--- src/rtl/sram_rw_ctrl_pkg.sv ---
// ============================================================================
// sram_ctrl_pkg : shared widths, FSM state and write-request type for the
//                 sram_rw_ctrl controller slice.
// Revision: 1.0
// ============================================================================
`default_nettype none

package sram_ctrl_pkg;

  localparam int unsigned ADDR_W_DEF = 12;
  localparam int unsigned LANES_DEF  = 10;
  localparam int unsigned LANE_W_DEF = 6;

  function automatic int unsigned data_w(input int unsigned lanes, input int unsigned lane_w);
    return lanes * lane_w;
  endfunction

  localparam int unsigned DATA_W_DEF = data_w(LANES_DEF, LANE_W_DEF);

  typedef enum logic [0:0] {
    INIT = 1'b0,
    RUN  = 1'b1
  } state_e;

  typedef struct packed {
    logic [ADDR_W_DEF-1:0] addr;
    logic [LANES_DEF-1:0]  mask;
    logic [DATA_W_DEF-1:0] data;
  } wr_req_t;

endpackage

`default_nettype wire

--- src/rtl/sram_rw_ctrl_if.sv ---
// ============================================================================
// sram_rw_ctrl_if : client request/response channels plus SRAM macro pins.
// Revision: 1.0
// ============================================================================
`default_nettype none

interface sram_rw_ctrl_if
  import sram_ctrl_pkg::*;
#(
  parameter int unsigned ADDR_W = ADDR_W_DEF,
  parameter int unsigned LANES  = LANES_DEF,
  parameter int unsigned LANE_W = LANE_W_DEF
);
  localparam int unsigned DATA_W = data_w(LANES, LANE_W);

  logic              w_valid;
  logic              w_ready;
  logic [ADDR_W-1:0] w_addr;
  logic [LANES-1:0]  w_mask;
  logic [DATA_W-1:0] w_data;
  logic              r_valid;
  logic              r_ready;
  logic [ADDR_W-1:0] r_addr;
  logic              resp_valid;
  logic [DATA_W-1:0] resp_data;
  logic              init_done;
  logic              sram_en;
  logic              sram_wmode;
  logic [ADDR_W-1:0] sram_addr;
  logic [LANES-1:0]  sram_wmask;
  logic [DATA_W-1:0] sram_wdata;
  logic [DATA_W-1:0] sram_rdata;

  modport slave (
    input  w_valid, w_addr, w_mask, w_data, r_valid, r_addr, sram_rdata,
    output w_ready, r_ready, resp_valid, resp_data, init_done,
           sram_en, sram_wmode, sram_addr, sram_wmask, sram_wdata
  );

  modport master (
    output w_valid, w_addr, w_mask, w_data, r_valid, r_addr, sram_rdata,
    input  w_ready, r_ready, resp_valid, resp_data, init_done,
           sram_en, sram_wmode, sram_addr, sram_wmask, sram_wdata
  );

endinterface

`default_nettype wire

--- src/rtl/sram_rw_ctrl_lane_merge.sv ---
// ============================================================================
// sram_lane_merge : per-lane select between buffered write data and SRAM data.
// Revision: 1.0
// ============================================================================
`default_nettype none

module sram_lane_merge
  import sram_ctrl_pkg::*;
#(
  parameter int unsigned LANES  = LANES_DEF,
  parameter int unsigned LANE_W = LANE_W_DEF
) (
  input  logic [LANES-1:0]        sel_i,
  input  logic [LANES*LANE_W-1:0] buf_data_i,
  input  logic [LANES*LANE_W-1:0] sram_data_i,
  output logic [LANES*LANE_W-1:0] merged_o
);

  for (genvar i = 0; i < LANES; i++) begin : g_lane
    assign merged_o[i*LANE_W +: LANE_W] = sel_i[i] ? buf_data_i[i*LANE_W +: LANE_W]
                                                   : sram_data_i[i*LANE_W +: LANE_W];
  end

endmodule

`default_nettype wire

--- src/rtl/sram_rw_ctrl.sv ---
// ============================================================================
// sram_rw_ctrl : single-port lane-masked SRAM controller with zero-init sweep
//                and read-data hold. SRAM_RW_CTRL_WBUF_EN adds a 1-entry
//                write buffer with read priority and buffer-to-read merging.
// Revision: 1.0
// ============================================================================
`default_nettype none

module sram_rw_ctrl
  import sram_ctrl_pkg::*;
#(
  parameter int unsigned ADDR_W    = ADDR_W_DEF,
  parameter int unsigned LANES     = LANES_DEF,
  parameter int unsigned LANE_W    = LANE_W_DEF,
  parameter int unsigned INIT_ZERO = 1
) (
  input  logic          clock,
  input  logic          reset,
  sram_rw_ctrl_if.slave ctrl_if
);

  localparam int unsigned DATA_W    = data_w(LANES, LANE_W);
  localparam state_e      RST_STATE = (INIT_ZERO != 0) ? INIT : RUN;

  state_e            state_q, state_d;
  logic [ADDR_W-1:0] cnt_q, cnt_d;
  logic              sweep_en, run_en;
  logic              w_ready, r_ready, w_acc, rd_acc;
  logic              mac_wr;
  wr_req_t           in_req, mac_req;
  logic              mac_en, mac_wmode;
  logic [ADDR_W-1:0] mac_addr;
  logic [LANES-1:0]  mac_wmask;
  logic [DATA_W-1:0] mac_wdata;
  logic              rd_pend_q;
  logic [DATA_W-1:0] hold_q, rdata_eff, resp_data;
  logic              resp_valid;

  assign in_req = '{addr: ctrl_if.w_addr, mask: ctrl_if.w_mask, data: ctrl_if.w_data};

  always_comb begin
    state_d  = state_q;
    cnt_d    = cnt_q;
    sweep_en = 1'b0;
    run_en   = 1'b0;
    unique case (state_q)
      INIT: begin
        sweep_en = ~reset;
        cnt_d    = cnt_q + 1'b1;
        if (cnt_q == '1) state_d = RUN;
      end
      RUN:     run_en  = ~reset;
      default: state_d = RST_STATE;
    endcase
  end

`ifdef SRAM_RW_CTRL_WBUF_EN
  wr_req_t           wb_q, wb_d;
  logic              wb_valid_q, wb_valid_d;
  logic              mrg_hit_q;
  logic [LANES-1:0]  mrg_mask_q, mrg_sel;
  logic [DATA_W-1:0] mrg_data_q;

  assign r_ready = run_en;
  assign rd_acc  = ctrl_if.r_valid & r_ready;
  assign w_ready = run_en & (~wb_valid_q | ~rd_acc);
  assign w_acc   = ctrl_if.w_valid & w_ready;
  // An older buffered write always reaches the macro before a newer one.
  assign mac_wr  = run_en & ~rd_acc & (wb_valid_q | w_acc);
  assign mac_req = wb_valid_q ? wb_q : in_req;

  always_comb begin
    wb_d       = wb_q;
    wb_valid_d = wb_valid_q;
    if (mac_wr && wb_valid_q) wb_valid_d = 1'b0;
    if (w_acc && (rd_acc || wb_valid_q)) begin
      wb_d       = in_req;
      wb_valid_d = 1'b1;
    end
  end

  always_ff @(posedge clock) begin
    if (reset) begin
      wb_valid_q <= 1'b0;
      mrg_hit_q  <= 1'b0;
    end else begin
      wb_valid_q <= wb_valid_d;
      mrg_hit_q  <= rd_acc & wb_valid_q & (wb_q.addr == ctrl_if.r_addr);
    end
  end

  always_ff @(posedge clock) begin
    wb_q <= wb_d;
    if (rd_acc) begin
      mrg_mask_q <= wb_q.mask;
      mrg_data_q <= wb_q.data;
    end
  end

  assign mrg_sel = mrg_hit_q ? mrg_mask_q : '0;

  sram_lane_merge #(
    .LANES  (LANES),
    .LANE_W (LANE_W)
  ) u_lane_merge (
    .sel_i       (mrg_sel),
    .buf_data_i  (mrg_data_q),
    .sram_data_i (ctrl_if.sram_rdata),
    .merged_o    (rdata_eff)
  );
`else
  assign w_ready   = run_en;
  assign r_ready   = run_en & ~ctrl_if.w_valid;
  assign w_acc     = ctrl_if.w_valid & w_ready;
  assign rd_acc    = ctrl_if.r_valid & r_ready;
  assign mac_wr    = w_acc;
  assign mac_req   = in_req;
  assign rdata_eff = ctrl_if.sram_rdata;
`endif

  always_comb begin
    mac_en    = 1'b0;
    mac_wmode = 1'b0;
    mac_addr  = ctrl_if.r_addr;
    mac_wmask = '0;
    mac_wdata = '0;
    if (sweep_en) begin
      mac_en    = 1'b1;
      mac_wmode = 1'b1;
      mac_addr  = cnt_q;
      mac_wmask = '1;
    end else if (mac_wr) begin
      mac_en    = 1'b1;
      mac_wmode = 1'b1;
      mac_addr  = mac_req.addr;
      mac_wmask = mac_req.mask;
      mac_wdata = mac_req.data;
    end else if (rd_acc) begin
      mac_en    = 1'b1;
    end
  end

  // Response outputs are forced to their reset values while reset is high.
  assign resp_valid = rd_pend_q & ~reset;
  assign resp_data  = reset ? '0 : (resp_valid ? rdata_eff : hold_q);

  always_ff @(posedge clock) begin
    if (reset) begin
      state_q   <= RST_STATE;
      cnt_q     <= '0;
      rd_pend_q <= 1'b0;
      hold_q    <= '0;
    end else begin
      state_q   <= state_d;
      cnt_q     <= cnt_d;
      rd_pend_q <= rd_acc;
      if (resp_valid) hold_q <= resp_data;
    end
  end

  assign ctrl_if.w_ready    = w_ready;
  assign ctrl_if.r_ready    = r_ready;
  assign ctrl_if.init_done  = run_en;
  assign ctrl_if.resp_valid = resp_valid;
  assign ctrl_if.resp_data  = resp_data;
  assign ctrl_if.sram_en    = mac_en;
  assign ctrl_if.sram_wmode = mac_wmode;
  assign ctrl_if.sram_addr  = mac_addr;
  assign ctrl_if.sram_wmask = mac_wmask;
  assign ctrl_if.sram_wdata = mac_wdata;

endmodule

`default_nettype wire

--- src/flat_wrapper.sv ---
// flat-port wrapper written by rule: the top's interface ports become plain ports
module sram_rw_ctrl_flat import sram_ctrl_pkg::*;
#(
  parameter int unsigned ADDR_W    = ADDR_W_DEF,
  parameter int unsigned LANES     = LANES_DEF,
  parameter int unsigned LANE_W    = LANE_W_DEF,
  parameter int unsigned INIT_ZERO = 1
)
  (clock, reset, ctrl_if_w_valid, ctrl_if_w_addr, ctrl_if_w_mask, ctrl_if_w_data, ctrl_if_r_valid, ctrl_if_r_addr, ctrl_if_sram_rdata, ctrl_if_w_ready, ctrl_if_r_ready, ctrl_if_resp_valid, ctrl_if_resp_data, ctrl_if_init_done, ctrl_if_sram_en, ctrl_if_sram_wmode, ctrl_if_sram_addr, ctrl_if_sram_wmask, ctrl_if_sram_wdata);
  sram_rw_ctrl_if #(.ADDR_W(ADDR_W), .LANES(LANES), .LANE_W(LANE_W)) ctrl_if_i ();
  input  logic clock;
  input  logic reset;
  input wire logic [$bits(ctrl_if_i.w_valid)-1:0] ctrl_if_w_valid;
  input wire logic [$bits(ctrl_if_i.w_addr)-1:0] ctrl_if_w_addr;
  input wire logic [$bits(ctrl_if_i.w_mask)-1:0] ctrl_if_w_mask;
  input wire logic [$bits(ctrl_if_i.w_data)-1:0] ctrl_if_w_data;
  input wire logic [$bits(ctrl_if_i.r_valid)-1:0] ctrl_if_r_valid;
  input wire logic [$bits(ctrl_if_i.r_addr)-1:0] ctrl_if_r_addr;
  input wire logic [$bits(ctrl_if_i.sram_rdata)-1:0] ctrl_if_sram_rdata;
  output wire logic [$bits(ctrl_if_i.w_ready)-1:0] ctrl_if_w_ready;
  output wire logic [$bits(ctrl_if_i.r_ready)-1:0] ctrl_if_r_ready;
  output wire logic [$bits(ctrl_if_i.resp_valid)-1:0] ctrl_if_resp_valid;
  output wire logic [$bits(ctrl_if_i.resp_data)-1:0] ctrl_if_resp_data;
  output wire logic [$bits(ctrl_if_i.init_done)-1:0] ctrl_if_init_done;
  output wire logic [$bits(ctrl_if_i.sram_en)-1:0] ctrl_if_sram_en;
  output wire logic [$bits(ctrl_if_i.sram_wmode)-1:0] ctrl_if_sram_wmode;
  output wire logic [$bits(ctrl_if_i.sram_addr)-1:0] ctrl_if_sram_addr;
  output wire logic [$bits(ctrl_if_i.sram_wmask)-1:0] ctrl_if_sram_wmask;
  output wire logic [$bits(ctrl_if_i.sram_wdata)-1:0] ctrl_if_sram_wdata;
  assign ctrl_if_i.w_valid = ctrl_if_w_valid;
  assign ctrl_if_i.w_addr = ctrl_if_w_addr;
  assign ctrl_if_i.w_mask = ctrl_if_w_mask;
  assign ctrl_if_i.w_data = ctrl_if_w_data;
  assign ctrl_if_i.r_valid = ctrl_if_r_valid;
  assign ctrl_if_i.r_addr = ctrl_if_r_addr;
  assign ctrl_if_i.sram_rdata = ctrl_if_sram_rdata;
  assign ctrl_if_w_ready = ctrl_if_i.w_ready;
  assign ctrl_if_r_ready = ctrl_if_i.r_ready;
  assign ctrl_if_resp_valid = ctrl_if_i.resp_valid;
  assign ctrl_if_resp_data = ctrl_if_i.resp_data;
  assign ctrl_if_init_done = ctrl_if_i.init_done;
  assign ctrl_if_sram_en = ctrl_if_i.sram_en;
  assign ctrl_if_sram_wmode = ctrl_if_i.sram_wmode;
  assign ctrl_if_sram_addr = ctrl_if_i.sram_addr;
  assign ctrl_if_sram_wmask = ctrl_if_i.sram_wmask;
  assign ctrl_if_sram_wdata = ctrl_if_i.sram_wdata;
  sram_rw_ctrl #(.ADDR_W(ADDR_W), .LANES(LANES), .LANE_W(LANE_W), .INIT_ZERO(INIT_ZERO)) u_core (.clock(clock), .reset(reset), .ctrl_if(ctrl_if_i));
endmodule
--- config.mk ---
export PLATFORM = sky130hd
export DESIGN_NAME = sram_rw_ctrl_flat
export DESIGN_NICKNAME = d
export VERILOG_FILES = /design/src/rtl/sram_rw_ctrl_pkg.sv /design/src/rtl/sram_rw_ctrl_if.sv /design/src/rtl/sram_rw_ctrl_lane_merge.sv /design/src/rtl/sram_rw_ctrl.sv /design/src/flat_wrapper.sv
export SDC_FILE = /design/constraint.sdc
export NUM_CORES = 1
export LEC_CHECK = 0
export BUFFER_PORTS_ARGS = -buffer_cell sky130_fd_sc_hd__buf_2
export CELL_PAD_IN_SITES_DETAIL_PLACEMENT = 1
export CELL_PAD_IN_SITES_GLOBAL_PLACEMENT = 1
export CORE_MARGIN = 4
export CORE_UTILIZATION = 26
export CTS_CLUSTER_DIAMETER = 200
export CTS_CLUSTER_SIZE = 30
export DETAILED_ROUTE_END_ITERATION = 7
export PLACE_DENSITY_LB_ADDON = 0.1
export SLEW_MARGIN = 20
export SYNTH_ARGS = -nofsm -noshare
export SYNTH_HDL_FRONTEND = slang
export SYNTH_SLANG_ARGS = --single-unit
--- constraint.sdc ---
create_clock -name clock -period 1.9 [get_ports clock]
set_input_delay 0.19 -clock clock [delete_from_list [all_inputs] [get_ports clock]]
set_output_delay 0.19 -clock clock [all_outputs]
set_load 0.02 [all_outputs]
==> results_dict.tcl, run 1 <==
set metrics [dict create \
    tritoncts "built" \
    clk-insertion-delay-late_ns 0.33 \
    synth_seq_area_share_pct 39.6 \
    antenna_found_initial 5 \
    p_leak_nw 3.00 \
    grt_first_pass_wirelength_mm 22.7 \
    timing.slew.headroom_pct 53.1 \
    ys_seq_elements 74 \
    layout.nets 903 \
    rsz0062_at_grt "false" \
    post_synth_edffs 0 \
    start_util_pct 26.7 \
    dieArea_um2 16400 \
    yosys_top_cell_area_share_pct 39.6 \
    period_needed_ns 1.83 \
    core_region_area_um2 14000 \
    synth_cells 453 \
    yosys_most_used_dff "sky130_fd_sc_hd__dfxtp_1" \
    peakVddDrop_mv 0.369 \
    power.clock.fraction_pct 46.2 \
    finClkSkew_ns 0.00474 \
    number_of_global_route_vias_before_repair 4183 \
    dp_hpwl_mm 12.8 \
    cts_max_path_buffers 2 \
    ctsHtreeMaxLevel 3 \
    most_numerous_cell_in_the_yosys_netlist "sky130_fd_sc_hd__nor2_1" \
    avgViaCountPerCell 4.39 \
    crit_path_kind "reg2out" \
    via_count 4086 \
    crit_required_ns 1.71 \
    critical_path.max_fanout 41 \
    globalplace.congestion 0.969 \
    synth.cells.most_frequent "129 x sky130_fd_sc_hd__nor2_1, 74 x sky130_fd_sc_hd__dfxtp_1, 73 x sky130_fd_sc_hd__mux2i_1" \
    ff2ff_setup_slack_ns 0.34 \
    synthArstFlopShare_pct 0 \
    synth_top_area_cell "sky130_fd_sc_hd__dfxtp_1" \
    result_of_the_run "finished, final reports clean" \
    p_comb_share_pct 9.6 \
    maxCapViolCount 0 \
    final_core_utilization_pct 41.6 \
    dp_cells 911 \
    power.switching_mw 0.813 \
    power_frac_seq_pct 44.1 \
    timing.critical_path.from_type "flop" \
    die-width_um 128 \
    pwr_density_cell_nw_per_um2 609 \
    fin_setup_tns_ns 0 \
    avgSynthCellArea_um2 8.25 \
    timing.critical_path.arrival_ns 1.64 \
    power.internal_mw 2.73 \
    dr.first_iter.drc_count 117 \
    setup_viol_count_final 0 \
    drcViolationCount 0 \
    fp-row-count 43 \
    final.period_utilization_pct 96.2 \
    grt.overflow.total 0 \
    hold_ws_ns 0.0883 \
    cts.sink_count 74 \
    dr.pass1.iters 4 \
    pin_count_of_the_biggest_net_entering_global_routing 84 \
    flow.area_growth_from_synthesis_pct 55.5 \
    port_buffers 305 \
    route.detailed.wl_per_inst_um 17.1 \
    clock_tree.root_cell "sky130_fd_sc_hd__clkbuf_16" \
    total_routing_resource_utilization_after_global_routing_pct 17.8 \
    netlist_area_um2 3740 \
    cts_bufs_inserted 9 \
    die_height_um 128 \
    power.switching_fraction_pct 23.0 \
    critical_path.endpoint_type "primary output" \
    route.antenna.remaining_nets 0 \
    timing.hold.worst.class "in2reg" \
    synth_warnings 0 \
    final_max_slew_viol_count 0 \
    cts-hold-fix-buffers 0 \
    routed_wl_mm 15.9 \
    synth.net_count 612 \
    layout.cells.non_filler 931 \
    yosys-top-cells-area "sky130_fd_sc_hd__dfxtp_1 40%, sky130_fd_sc_hd__mux2i_1 20%, sky130_fd_sc_hd__nor2_1 13%" \
    final_hold_viol_count 0 \
    path_clk_slew_ns 0.05 \
    fmax_ghz 0.547 \
    io_pins 306 \
    ys_types 31 \
    max_slew.worst_pin.slew_ns 0.703 \
    drive_above_1_share_pct 45.2 \
]
## sequential cells by signal, indices dropped and copies added, names as in the netlist
signal,cells
u_core.cnt_q,12
u_core.hold_q,60
u_core.state_q,1
u_core.rd_pend_q,1
## critical path, cell delays in order, from the launching register on
cell and delay, ns:
sky130_fd_sc_hd__dfxtp_1 0.30, sky130_fd_sc_hd__and3b_2 0.24, sky130_fd_sc_hd__buf_12 0.14, sky130_fd_sc_hd__clkbuf_16 0.19, sky130_fd_sc_hd__or2_2 0.28, sky130_fd_sc_hd__buf_2 0.16
## metrics by stage
step | area [um^2] | worst slack, ns | total power, mW
final | 5810 | 0.0724 | 3.54
after global routing | 5810 | 0.0100 | 3.71
after CTS | 5730 | 0.0283 | 3.61
after detailed placement | 5450 | 0.202 | 1.94
after global placement | 5450 | 0.287 | 1.94
after floorplan | 3740 | 0.260 | 1.73
## power groups by stage
stage	Sequential, mW	Clock, mW	Combinational [mW]
after floorplan	1.60	0	0.127
after global placement	1.60	0	0.340
after detailed placement	1.60	0	0.343
after CTS	1.56	1.70	0.344
after global routing	1.56	1.77	0.375
final	1.56	1.64	0.341
## metal layers
| layer | vias up | global-route usage (%) | wire length, um |
|---|---|---|---|
| li1 | 2059 | - | - |
| met1 | 1840 | 21.0 | 6400 |
| met2 | 164 | 30.2 | 7770 |
| met3 | 19 | 7.00 | 1500 |
| met4 | 4 | 4.31 | 214 |
| met5 | - | 0 | 15 |
## layout make-up
type	count	area [um^2]
clock inverter	5	56.3
tap	180	225
clock buffer	10	229
fill	1779	8180
inverter	3	11.3
timing repair buffer	316	1700
sequential	74	1490
antenna	3	7.51
multi-input combinational	340	2100
## worst paths after layout
path                     startpoint            endpoint  cells after the start
setup reg to reg    u_core.cnt_q[0]    u_core.cnt_q[10]                      4
hold / removal      ctrl_if_r_valid    u_core.rd_pend_q                      2
hold reg to reg   u_core.hold_q[48]   u_core.hold_q[48]                      2
setup / recovery     u_core.state_q  ctrl_if_sram_wmode                      5
## what timing repair did
action	CTS	global route
endpoints found under the setup margin	31	12
gates resized for setup	0	1
pin swaps	0	1
cloned	0	2
setup buffers	0	1
## cell usage in the layout, fill, tap and decap left out, types with 2 or more instances in the layout
cell type,netlist,routed
sky130_fd_sc_hd__inv_1,3,3
sky130_fd_sc_hd__buf_4,1,5
sky130_fd_sc_hd__or4_1,3,3
sky130_fd_sc_hd__buf_2,10,304
sky130_fd_sc_hd__dfxtp_1,74,73
sky130_fd_sc_hd__a21oi_1,8,8
sky130_fd_sc_hd__or3_1,4,4
sky130_fd_sc_hd__clkinv_2,0,2
sky130_fd_sc_hd__xor2_1,3,3
sky130_fd_sc_hd__nand3_1,2,2
sky130_fd_sc_hd__nor2_1,129,128
sky130_fd_sc_hd__nand2_1,14,14
sky130_fd_sc_hd__buf_12,0,4
sky130_fd_sc_hd__o21ai_0,15,15
sky130_fd_sc_hd__o31ai_1,3,3
sky130_fd_sc_hd__diode_2,0,3
sky130_fd_sc_hd__a21o_1,10,10
sky130_fd_sc_hd__clkbuf_16,0,11
sky130_fd_sc_hd__nor2b_1,3,3
sky130_fd_sc_hd__and2_1,61,61
sky130_fd_sc_hd__mux2i_1,73,73
## cells by family after synthesis
kind of cell,synth area share [%]
buf+inv,4.35
flops,39.6
compound gates,5.69
simple gates,29.2
mux,19.8
fa+ha+maj,0.335
xor+xnor,0.937
Note: power is estimated with default switching activity, not from simulation.
==> run 2, diff against run 1 <==
--- a/config.mk
+++ b/config.mk
@@ -8,12 +8,13 @@
 export BUFFER_PORTS_ARGS = -buffer_cell sky130_fd_sc_hd__buf_2
 export CELL_PAD_IN_SITES_DETAIL_PLACEMENT = 1
 export CELL_PAD_IN_SITES_GLOBAL_PLACEMENT = 1
-export CORE_MARGIN = 4
+export CORE_MARGIN = 2
 export CORE_UTILIZATION = 26
 export CTS_CLUSTER_DIAMETER = 200
 export CTS_CLUSTER_SIZE = 30
 export DETAILED_ROUTE_END_ITERATION = 7
 export PLACE_DENSITY_LB_ADDON = 0.1
+export REMOVE_ABC_BUFFERS = 1
 export SLEW_MARGIN = 20
 export SYNTH_ARGS = -nofsm -noshare
 export SYNTH_HDL_FRONTEND = slang
==> run 2 against run 1 <==
Net effect: critical path depth down 1; critical path type unchanged; highest routed layer unchanged; clock-buffer cell count up 1; via count up 0.44%; hold slack got worse by 0.018 ns; largest power group unchanged; clock power about the same; maximum frequency down 0.79%; sequential power about the same; routed wire length shrank 9.9%.
==> results_dict.tcl, run 2 (synthesis gave the netlist of run 1 again) <==
set metrics [dict create \
    crit_path_kind "reg2out" \
    hold_ws_ns 0.0705 \
    cp_cell_sequence "and3b_2 > bufbuf_16 > or2_2 > buf_2" \
    pwr_density_cell_nw_per_um2 607 \
    layout.cells.non_filler 930 \
    drive_above_1_share_pct 45.6 \
    power_frac_seq_pct 44.1 \
    power.switching_mw 0.865 \
    postLayoutSetupSlackWorst_ns 0.0579 \
    maxCapViolCount 0 \
    clk-insertion-delay-late_ns 0.34 \
    dieArea_um2 15400 \
    commonest_cells_after_routing_fill_and_taps_aside "304 x sky130_fd_sc_hd__buf_2, 128 x sky130_fd_sc_hd__nor2_1, 73 x sky130_fd_sc_hd__mux2i_1" \
    io_pins 306 \
    fp-row-count 43 \
    grt_use_met1_pct 20.7 \
    number_of_global_route_vias_before_repair 3857 \
    ff2ff_setup_slack_ns 0.33 \
    power.internal_mw 2.68 \
    diodes 0 \
    layout.nets 904 \
    avgViaCountPerCell 4.41 \
    crit_required_ns 1.71 \
    ctsHtreeMaxLevel 3 \
    total_routing_resource_utilization_after_global_routing_pct 17.7 \
    grt_busiest_layer "met2" \
    route.antenna.remaining_nets 0 \
    max_slew.worst_pin.slew_ns 0.464 \
    final.period_utilization_pct 97.0 \
    crit_path_top_delay_cell "sky130_fd_sc_hd__dfxtp_2" \
    result_of_the_run "finished, final reports clean" \
    final_hold_viol_count 0 \
    path_clk_slew_ns 0.06 \
    grt.overflow.total 0 \
    p_comb_share_pct 9.6 \
    p_leak_nw 3.02 \
    fmax_ghz 0.543 \
    timing.critical_path.from_type "flop" \
    placement.cell_area_um2 5470 \
    cts.sink_count 74 \
    setup_viol_count_final 0 \
    dp_cells 910 \
    route.detailed.wl_per_inst_um 15.4 \
    dr.pass1.iters 4 \
    cpPeakStageDelay_ns 0.32 \
    flip_flop_count_of_the_largest_register_after_layout 60 \
    start_util_pct 26.7 \
    globalplace.congestion 0.819 \
    timing.critical_path.arrival_ns 1.65 \
    die_height_um 124 \
    power.clock.fraction_pct 46.4 \
    core_region_area_um2 14000 \
    antenna_found_initial 2 \
    tritoncts "built" \
    place_ws_ns 0.310 \
    regMostFlops "u_core.hold_q" \
    gr-usage-met2_pct 29.8 \
    most_common_cell_after_layout_fill_and_taps_aside "sky130_fd_sc_hd__buf_2" \
    port_buffers 305 \
    clock_tree.root_cell "sky130_fd_sc_hd__clkbuf_16" \
    grt_use_met3_pct 6.78 \
    pin_count_of_the_biggest_net_entering_global_routing 116 \
    dr.first_iter.drc_count 83 \
    biggest_registers_after_layout "u_core.hold_q: 60 flops, u_core.cnt_q: 12 flops" \
    period_needed_ns 1.84 \
    flow.area_growth_from_synthesis_pct 56.3 \
    drcViolationCount 0 \
    timing.slew.headroom_pct 69.1 \
    dp_hpwl_mm 10.9 \
    power.switching_fraction_pct 24.4 \
    critical_path.max_fanout 21 \
    cts_bufs_inserted 9 \
    rsz0062_at_grt "false" \
    final_core_utilization_pct 41.8 \
    timing.hold.worst.class "in2reg" \
    finalPower_mw 3.55 \
    grt_first_pass_wirelength_mm 20.7 \
    final_cell_area_um2 5840 \
    cts_max_path_buffers 2 \
    peakVddDrop_mv 0.407 \
    finClkSkew_ns 0.00499 \
    via_count 4104 \
    final_max_slew_viol_count 0 \
    critical_path.endpoint_type "primary output" \
    routed_wl_mm 14.3 \
    fin_setup_tns_ns 0 \
    die-width_um 124 \
]
[run 2: cell types whose count changed in the layout (fill, tap and decap cells not counted), moves of 2 or more]
cell,change
sky130_fd_sc_hd__diode_2,-3
sky130_fd_sc_hd__clkbuf_8,+2
sky130_fd_sc_hd__bufbuf_16,+2
sky130_fd_sc_hd__clkbuf_16,-2
[run 2: metal layers]
metal | vias to the layer above | wire, um
li1 | 2060 | -
met1 | 1884 | 5810
met2 | 134 | 6960
met3 | 22 | 1270
met4 | 4 | 250
met5 | - | 28
[run 2: final timing paths]
check                     from                  to  cells past startpoint
max             u_core.state_q  ctrl_if_sram_wmode                      4
min reg2reg  u_core.hold_q[43]   u_core.hold_q[43]                      2
min            ctrl_if_r_valid    u_core.rd_pend_q                      2
max reg2reg     u_core.state_q    u_core.cnt_q[11]                      4
[run 2: power by group through the flow]
stage	registers, mW	clock network (mW)	logic, mW
final	1.56	1.65	0.340
after global routing	1.56	1.78	0.373
after CTS	1.56	1.72	0.346
after detailed placement	1.60	0	0.345
after global placement	1.60	0	0.338
after floorplan	1.60	0	0.0895
[run 2: cell type report]
| type | instances | area (um^2) |
|---|---|---|
| clock inverter | 5 | 37.5 |
| clock buffer | 11 | 253 |
| tap | 180 | 225 |
| multi-input combinational | 340 | 2100 |
| fill | 1790 | 8150 |
| inverter | 3 | 11.3 |
| timing repair buffer | 317 | 1730 |
| sequential | 74 | 1490 |
[run 2: repair_timing]
item | in CTS | in global routing
cloned | 2 | 0
setup endpoints to repair | 6 | 38
gates resized for setup | 0 | 1
hold buffers | 0 | 0
setup buffers | 0 | 2
pin swaps | 0 | 1
[run 2: worst max-delay path: cells and delay by family (launching register included)]
| kind | cells | cell delay (ns) |
|---|---|---|
| buf+inv | 2 | 0.48 |
| flops | 1 | 0.32 |
| simple gates | 2 | 0.52 |
